## config.mk

```make
export PLATFORM = sky130hd
export DESIGN_NAME = counter
export DESIGN_NICKNAME = d
export VERILOG_FILES = /design/src/rtl/counter_pkg.sv /design/src/rtl/counter_jk_ff.sv /design/src/rtl/counter.sv
export SDC_FILE = /design/constraint.sdc
export NUM_CORES = 1
export LEC_CHECK = 0
export CAP_MARGIN = 10
export CELL_PAD_IN_SITES_DETAIL_PLACEMENT = 2
export CELL_PAD_IN_SITES_GLOBAL_PLACEMENT = 2
export CORE_AREA = 3 3 40 42
export DETAILED_ROUTE_END_ITERATION = 7
export DIE_AREA = 0 0 43 45
export DONT_BUFFER_PORTS = 1
export GPL_ROUTABILITY_DRIVEN = 0
export HOLD_SLACK_MARGIN = 0.1
export PLACE_DENSITY = 0.48
export RECOVER_POWER = 50
export SLEW_MARGIN = 40
export SYNTH_ARGS = -nofsm -noshare
export SYNTH_HDL_FRONTEND = slang
export SYNTH_HIERARCHICAL = 1
export SYNTH_SLANG_ARGS = --single-unit
```

## constraint.sdc

```tcl
create_clock -name clock -period 0.8 [get_ports clock]
set_input_delay 0.12 -clock clock [delete_from_list [all_inputs] [get_ports clock]]
set_output_delay 0.12 -clock clock [all_outputs]
set_load 0.02 [all_outputs]
```

## src/rtl/counter_pkg.sv

```systemverilog
// Shared constants for the ripple JK counter: default width, the stage-0
// J/K mode encoding and the JK characteristic equation.
package counter_pkg;

    localparam int COUNTER_WIDTH = 4;

    // Stage-0 {j,k} modes.
    typedef enum logic [1:0] {
        JK_HOLD = 2'b00,
        JK_RST  = 2'b01,
        JK_SET  = 2'b10,
        JK_TOG  = 2'b11
    } jk_mode_e;

    // Next state of a JK flip-flop: Q+ = J&~Q | ~K&Q.
    // Written as an expression rather than a case so that an X on j or k
    // reaches q instead of silently matching a default branch.
    function automatic logic jk_next(input logic j, input logic k, input logic q);
        return (j & ~q) | (~k & q);
    endfunction

endpackage

```

## src/rtl/counter_jk_ff.sv

```systemverilog
// Single JK flip-flop with asynchronous active-high reset to 0.
// RISE selects the active clock edge (1 = rising, 0 = falling).
module jk_ff
    import counter_pkg::*;
#(
    parameter bit RISE = 1'b1
) (
    input  logic clk,
    input  logic reset,
    input  logic j,
    input  logic k,
    output logic q,
    output logic qb
);

    generate
        if (RISE) begin : g_rise
            // Rising-edge JK state update with asynchronous clear.
            // NOTE: non-blocking (<=) for flop state, so every stage sampling
            // on the same timestep sees pre-edge values; reset sits in the
            // sensitivity list because it must act without a clock edge.
            always_ff @(posedge clk or posedge reset) begin
                if (reset) q <= 1'b0;
                else       q <= jk_next(j, k, q);
            end
        end else begin : g_fall
            // Falling-edge JK state update with asynchronous clear.
            always_ff @(negedge clk or posedge reset) begin
                if (reset) q <= 1'b0;
                else       q <= jk_next(j, k, q);
            end
        end
    endgenerate

    assign qb = ~q;

endmodule

```

## src/rtl/counter.sv

```systemverilog
// WIDTH-bit ripple counter built from a chain of JK flip-flops.
// Stage 0 is clocked by the system clock and driven by j/k; each higher
// stage is a toggle flop clocked from the previous stage's output.
// Build option COUNTER_DOWN_EN: higher stages fire on the rising edge of
// the previous bit (down count); otherwise on its falling edge (up count).
module counter
    import counter_pkg::*;
#(
    parameter int WIDTH = COUNTER_WIDTH
) (
    input  logic             clock,
    input  logic             reset,
    input  logic             j,
    input  logic             k,
    output logic [WIDTH-1:0] q,
    output logic [WIDTH-1:0] qb
);

    // Clock seen by each stage; stage 0 runs off the system clock.
    logic [WIDTH-1:0] stage_clk;
    logic [WIDTH-1:0] stage_q;
    logic [WIDTH-1:0] stage_qb;

    assign stage_clk[0] = clock;

    jk_ff #(.RISE(1'b1)) u_stage0 (
        .clk   (clock),
        .reset (reset),
        .j     (j),
        .k     (k),
        .q     (stage_q[0]),
        .qb    (stage_qb[0])
    );

    generate
        for (genvar i = 1; i < WIDTH; i++) begin : g_stage
`ifdef COUNTER_DOWN_EN
            // Rising edge of the lower bit ripples a borrow.
            assign stage_clk[i] = stage_q[i-1];
`else
            // Falling edge of the lower bit ripples a carry; inverting it lets
            // every stage use the same rising-edge flop.
            assign stage_clk[i] = ~stage_q[i-1];
`endif
            jk_ff #(.RISE(1'b1)) u_stage (
                .clk   (stage_clk[i]),
                .reset (reset),
                .j     (1'b1),
                .k     (1'b1),
                .q     (stage_q[i]),
                .qb    (stage_qb[i])
            );
        end
    endgenerate

    assign q  = stage_q;
    assign qb = stage_qb;

endmodule

```

==> run metrics, run 1 <==
status complete, no violations; clock slew at reported path FFs 0 ps; share of cells above drive strength 1 under 10%; reg2reg start u_stage0/q; initial antenna violation count 0; Fmax achieved around 1500 MHz; RSZ-0062 raised after global routing false; crit-path max cell delay 380 ps; vias 158; Initial Util 14.0%; # rows 13; ANT nets after route 0; initial DRC count 0; Comb pwr share between 40% and 50%; critical path depth 1; PnR Total Power 0.180 mW; CP max FO 4; first-pass GRT wire length between 600 and 700 µm; Syn. warnings 6; Worst setup startpoint u_stage0/q; Critical Path, Cell by Cell buf_4; Die Y 45 µm; flop2flop setup slack 140 ps; Leak about 0.15 nW; Mean Syn Cell Area 7.51 µm²; cells after synthesis 24; total net switching power about 0.08 mW; later-pin clock latency in the skew report 0 ps; crit start category flip-flop; Critical Path RT a little under 700 ps; final period utilization 84.5%; Pint a little over 0.1 mW; CP delay by family, top flip-flops; #FFs+latches synth 4; maximum vdd drop 0.319 mV; Total GRT Usage 4.42%; Core Region 1280 µm²; Worst R2R End u_stage0/q; Vias/cell approximately 3.4; register area share after synthesis 55.6%; DRC Markers 0; Filler cells 162; Routed WL 361 µm; endpoints left unconstrained 9; Congestion Overflow GR 0; die width 43 µm; post-CTS setup buffers 0; PwrDens 765 nW/µm²; Critical Path Sink q[0]; mapped cell area 180 µm²; crit end category output port; largest net degree at the start of global routing 6; sequential share of power approximately 56%; TNS Setup 0 ps; Clock Skew 0 ps; maxcap violations 0; Distinct cells, synth 5; final setup violation count 0; DIE AREA between 1500 and 2000 µm²; Setup CP Type reg2out; final hold viol count 0; slowest stage cell, crit path dfrtp_1; fin. max-slew vios 0; Post-CTS Resized 0; Net Sw Frac between 40% and 50%; reg2reg path depth 2; TritonRoute pass-1 iters 1; register pins left without a clock 3; crit path DAT 560 ps; Clk pwr share 0%; CP bufs+invs 1; HP Class in2reg; fin crit period 676 ps; Area Growth Syn to Fin 30.6%; Ports 12; drt wl/cell 7.85 µm; Post-CTS Hold Buffers 1; vias in the first global route 160; antenna cell count 0; number of port buffers 0; layout net count 37
## metrics by stage
stage               worst slack, ps  area (µm²)  util (%)  cells  hold WS (ps)
floorplan                      36.6         199         -     29          -151
global placement                133         225      17.5     45          -148
detailed placement              116         225      17.5     45          -147
CTS                             117         235      18.3     46           213
global route                   85.4         235      18.3     46           226
finish                          124         235      18.3     46           211
## logic make-up (layout without fill, tap and decap cells)
| group | after synthesis | in the layout | synth area share [%] |
|---|---|---|---|
| other | 1 | 6 | 2.08 |
| buffers and inverters | 11 | 13 | 22.9 |
| flip-flops | 4 | 4 | 55.6 |
| AND/OR/NAND/NOR | 4 | 4 | 8.33 |
| AO/OA/AOI/OAI | 4 | 4 | 11.1 |
## per-layer routing
metal	vias up	wire [µm]	GRT usage, %
met5	-	0	0
met4	0	0	0
met3	0	52	1.99
met2	11	177	8.38
met1	74	131	4.83
li1	73	-	-
## registers in the layout, summed over array words and instances, names as in the netlist
| signal | count |
|---|---|
| g_stage.u_stage/q | 3 |
| u_stage0/q | 1 |
## final cells by class
cell class | instances | area [µm²] | share of cell area, %
inverter | 11 | 41.3 | 17.6
timing repair buffer | 2 | 17.5 | 7.45
multi-input combinational | 14 | 57.6 | 24.5
tap | 15 | 18.8 | 7.98
sequential | 4 | 100 | 42.6
## worst min path at each step
| stage | slack [ps] | start | to | depth (start not counted) |
|---|---|---|---|---|
| after global placement | -150 | reset | u_stage0/q | 1 |
| after global routing | 230 | k | u_stage0/q | 1 |
| after floorplan | -150 | reset | u_stage0/q | 1 |
| final | 210 | k | u_stage0/q | 1 |
| after CTS | 210 | k | u_stage0/q | 1 |
| after detailed placement | -150 | reset | u_stage0/q | 1 |
## placed cells by master (no fill, tap or decap)
cell type      synthesis  final
inv_1                 11     11
conb_1                 1      6
nor2_1                 4      4
a21oi_1                4      4
dfrtp_1                4      4
buf_4                  0      1
dlygate4sd3_1          0      1
## cell usage after synthesis
library cell	count	area (µm²)
a21oi_1	4	20.0
conb_1	1	3.75
dfrtp_1	4	100
inv_1	11	41.3
nor2_1	4	15.0
## power by group through the flow
| stage | sequential (mW) | clock, mW | combinational, mW |
|---|---|---|---|
| 3_3_place_gp | 0.0989 | 0 | 0.0750 |
| 2_1_floorplan | 0.108 | 0 | 0.0479 |
| 4_1_cts | 0.101 | 0 | 0.0812 |
| 3_5_place_dp | 0.101 | 0 | 0.0767 |
| 6_report | 0.0998 | 0 | 0.0801 |
| 5_1_grt | 0.104 | 0 | 0.0921 |
No activity file was read; power rests on OpenSTA's default activity.
==> inputs of run 2 (changes only) <==
- ABC_AREA: default -> 1
- PLACE_DENSITY: 0.48 -> 0.55
==> run metrics, run 2 <==
status complete, no violations; ys async rst share 100% (unchanged); vias in the first global route 191 (+19%); met1 Track Usage GR 7.06% (+2.2 points); biggest area consumer among synthesized cells dfrtp_1; layout net count 45 (+22%); final hold viol count 0 (unchanged); most used cell, CP nand2_2; clock slew at reported path FFs 0 ps (unchanged); fin crit period 693 ps (+17.0 ps); CP delay by family, top flip-flops; Clock Skew 0 ps (unchanged); Layout Cells excl Fill 54 (+17%); Distinct cells, synth 6 (+1); share of cells above drive strength 1 35.9% (+33 points); first-pass GRT wire length 793 µm (+15%); fin. max-slew vios 0 (unchanged); total net switching power 0.0950 mW (+20%); Core Region 1280 µm² (unchanged); DRC Markers 0 (unchanged); most frequent cell after synthesis inv_1; later-pin clock latency in the skew report 0 ps (unchanged); reg2reg path depth 3 (+1); Syn. warnings 6 (unchanged); Leak 0.199 nW (+33%); Setup CP Type reg2reg; die width 43 µm (unchanged); area of the multi-input gates 87.6 µm² (+52%); top cell type's share of synthesized area 44.4% (-11 points); crit path DAT 630 ps (+70 ps); number of port buffers 0 (unchanged); #FFs+latches synth 4 (unchanged); cells after synthesis 32 (+33%); ANT nets after route 0 (unchanged); Congestion Overflow GR 0 (unchanged); final setup margin 107 ps (-17.0 ps); Ports 12 (unchanged); storage element area 101 µm² (+1.2%); Area Growth Syn to Fin 25.0%; crit-path max cell delay 390 ps (about the same); Filler cells 159 (-1.9%); Comb pwr share 51.3% (+6.8 points); most instantiated cells after synthesis inv_1, nand2_2, dfrtp_1, inv_2, nand2_1; Post-CTS Hold Buffers 1 (unchanged); vias 183 (+16%); number of flip-flops in the largest register 3 (unchanged); antenna cell count 0 (unchanged); Die Y 45 µm (unchanged); register area share after synthesis 44.4% (-11 points); most frequent cells in the layout inv_1, nand2_2, conb_1, inv_2, nand2_1; Fmax achieved 1440 MHz (-2.4%); Initial Util 17.5% (+3.5 points); DP Cell Count 53 (+18%); Vias/cell 3.39 (-1.3%); endpoints left unconstrained 9 (unchanged); Routed WL 443 µm (+23%); HP Class in2reg; RSZ-0062 raised after global routing false; Net Sw Frac 46.1% (+2.2 points); initial DRC count 0 (unchanged); GRT Max-Usage Layer met2; Total GRT Usage 5.10% (+0.68 points); Critical Path RT 730 ps (+50 ps); crit start category flip-flop; commonest non-fill, non-tap cell in the layout inv_1; final setup violation count 0 (unchanged); slowest stage cell, crit path dfrtp_2; # rows 13 (unchanged); CP bufs+invs 1 (unchanged); reg2reg start u_stage0/q; final hold slack 230 ps (+19.6 ps); number of synthesized flops with an enable pin 0 (unchanged); PwrDens 732 nW/µm² (-4.3%); M2 GR Usage 8.68% (+0.30 points); initial antenna violation count 0 (unchanged); register pins left without a clock 3 (unchanged); TNS Setup 0 ps (unchanged); mapped cell area 225 µm² (+25%); crit end category flip-flop; post-CTS setup buffers 0 (unchanged); Top FF cell, synth dfrtp_1; maxcap violations 0 (unchanged); hold path start j; DIE AREA 1940 µm² (unchanged); Mean Syn Cell Area 7.04 µm² (-6.3%); Most flops, register g_stage.u_stage/q; main area contributors after synthesis dfrtp_1, nand2_2, inv_1, inv_2, nand2_1; drt wl/cell 8.20 µm (+4.5%); maximum vdd drop 0.315 mV (-1.3%); Clk pwr share 0% (unchanged); CP max FO 3 (-1); largest net degree at the start of global routing 5 (-1); sequential share of power 48.7% (-6.8 points); dpl ws 101 ps (-14.5 ps); met3 Track Usage GR 1.20% (-0.80 points); final core utilization 21.9% (+3.6 points); flop2flop setup slack 110 ps (-30 ps); Hold EP u_stage0/q; Critical Path, Cell by Cell inv_2 > nand2_2 > nand2_2; Pint 0.111 mW (+10%); registers with the most flip-flops g_stage.u_stage/q x3, u_stage0/q x1; final period utilization 86.6% (+2.1 points); hpwl dp 397 µm; Post-CTS Resized 0 (unchanged); TritonRoute pass-1 iters 1 (unchanged); Min-Delay Path Depth 2 (+1); Worst R2R End u_stage0/q
run 2: changes by cell type after synthesis:
| cell | change |
|---|---|
| a21oi_1 | -4 |
| inv_2 | +4 |
| nand2_1 | +4 |
| nand2_2 | +8 |
| nor2_1 | -4 |
run 2: stage by stage:
step,power [mW],area (µm²)
2_1_floorplan,0.180,245
3_3_place_gp,0.199,272
3_5_place_dp,0.203,272
4_1_cts,0.208,282
5_1_grt,0.225,282
6_report,0.206,282
run 2: worst max path at each step:
stage | slack, ps | start | cells after the start | to
finish | 110 | u_stage0/q | 3 | u_stage0/q
detailed placement | 100 | u_stage0/q | 3 | u_stage0/q
global route | 70 | u_stage0/q | 3 | u_stage0/q
CTS | 100 | u_stage0/q | 3 | u_stage0/q
global placement | 110 | u_stage0/q | 3 | u_stage0/q
floorplan | 60 | u_stage0/q | 3 | u_stage0/q
run 2: layout make-up:
type                       count  share of cell area (%)
sequential                     4                    36.0
multi-input combinational     18                    31.1
inverter                      15                    20.0
tap                           15                    6.67
timing repair buffer           2                    6.22
run 2: metal layers:
layer,up-vias,part of all wire [%]
met5,-,0
met4,0,0
met3,0,16
met2,12,44
met1,83,40
li1,88,-
run 2: power by group through the flow:
stage | Combinational [mW] | Sequential [mW] | Clock, mW
global route | 0.121 | 0.104 | 0
global placement | 0.0990 | 0.0999 | 0
finish | 0.106 | 0.100 | 0
detailed placement | 0.102 | 0.101 | 0
CTS | 0.107 | 0.101 | 0
floorplan | 0.0708 | 0.109 | 0
run 2: kinds of logic (layout without fill, tap and decap cells):
family / Yosys count / in the layout / share of synthesized area (%)
buffers and inverters: 15 / 17 / 25.0
DFF: 4 / 4 / 44.4
other: 1 / 6 / 1.67
and+or+nand+nor: 12 / 12 / 28.9
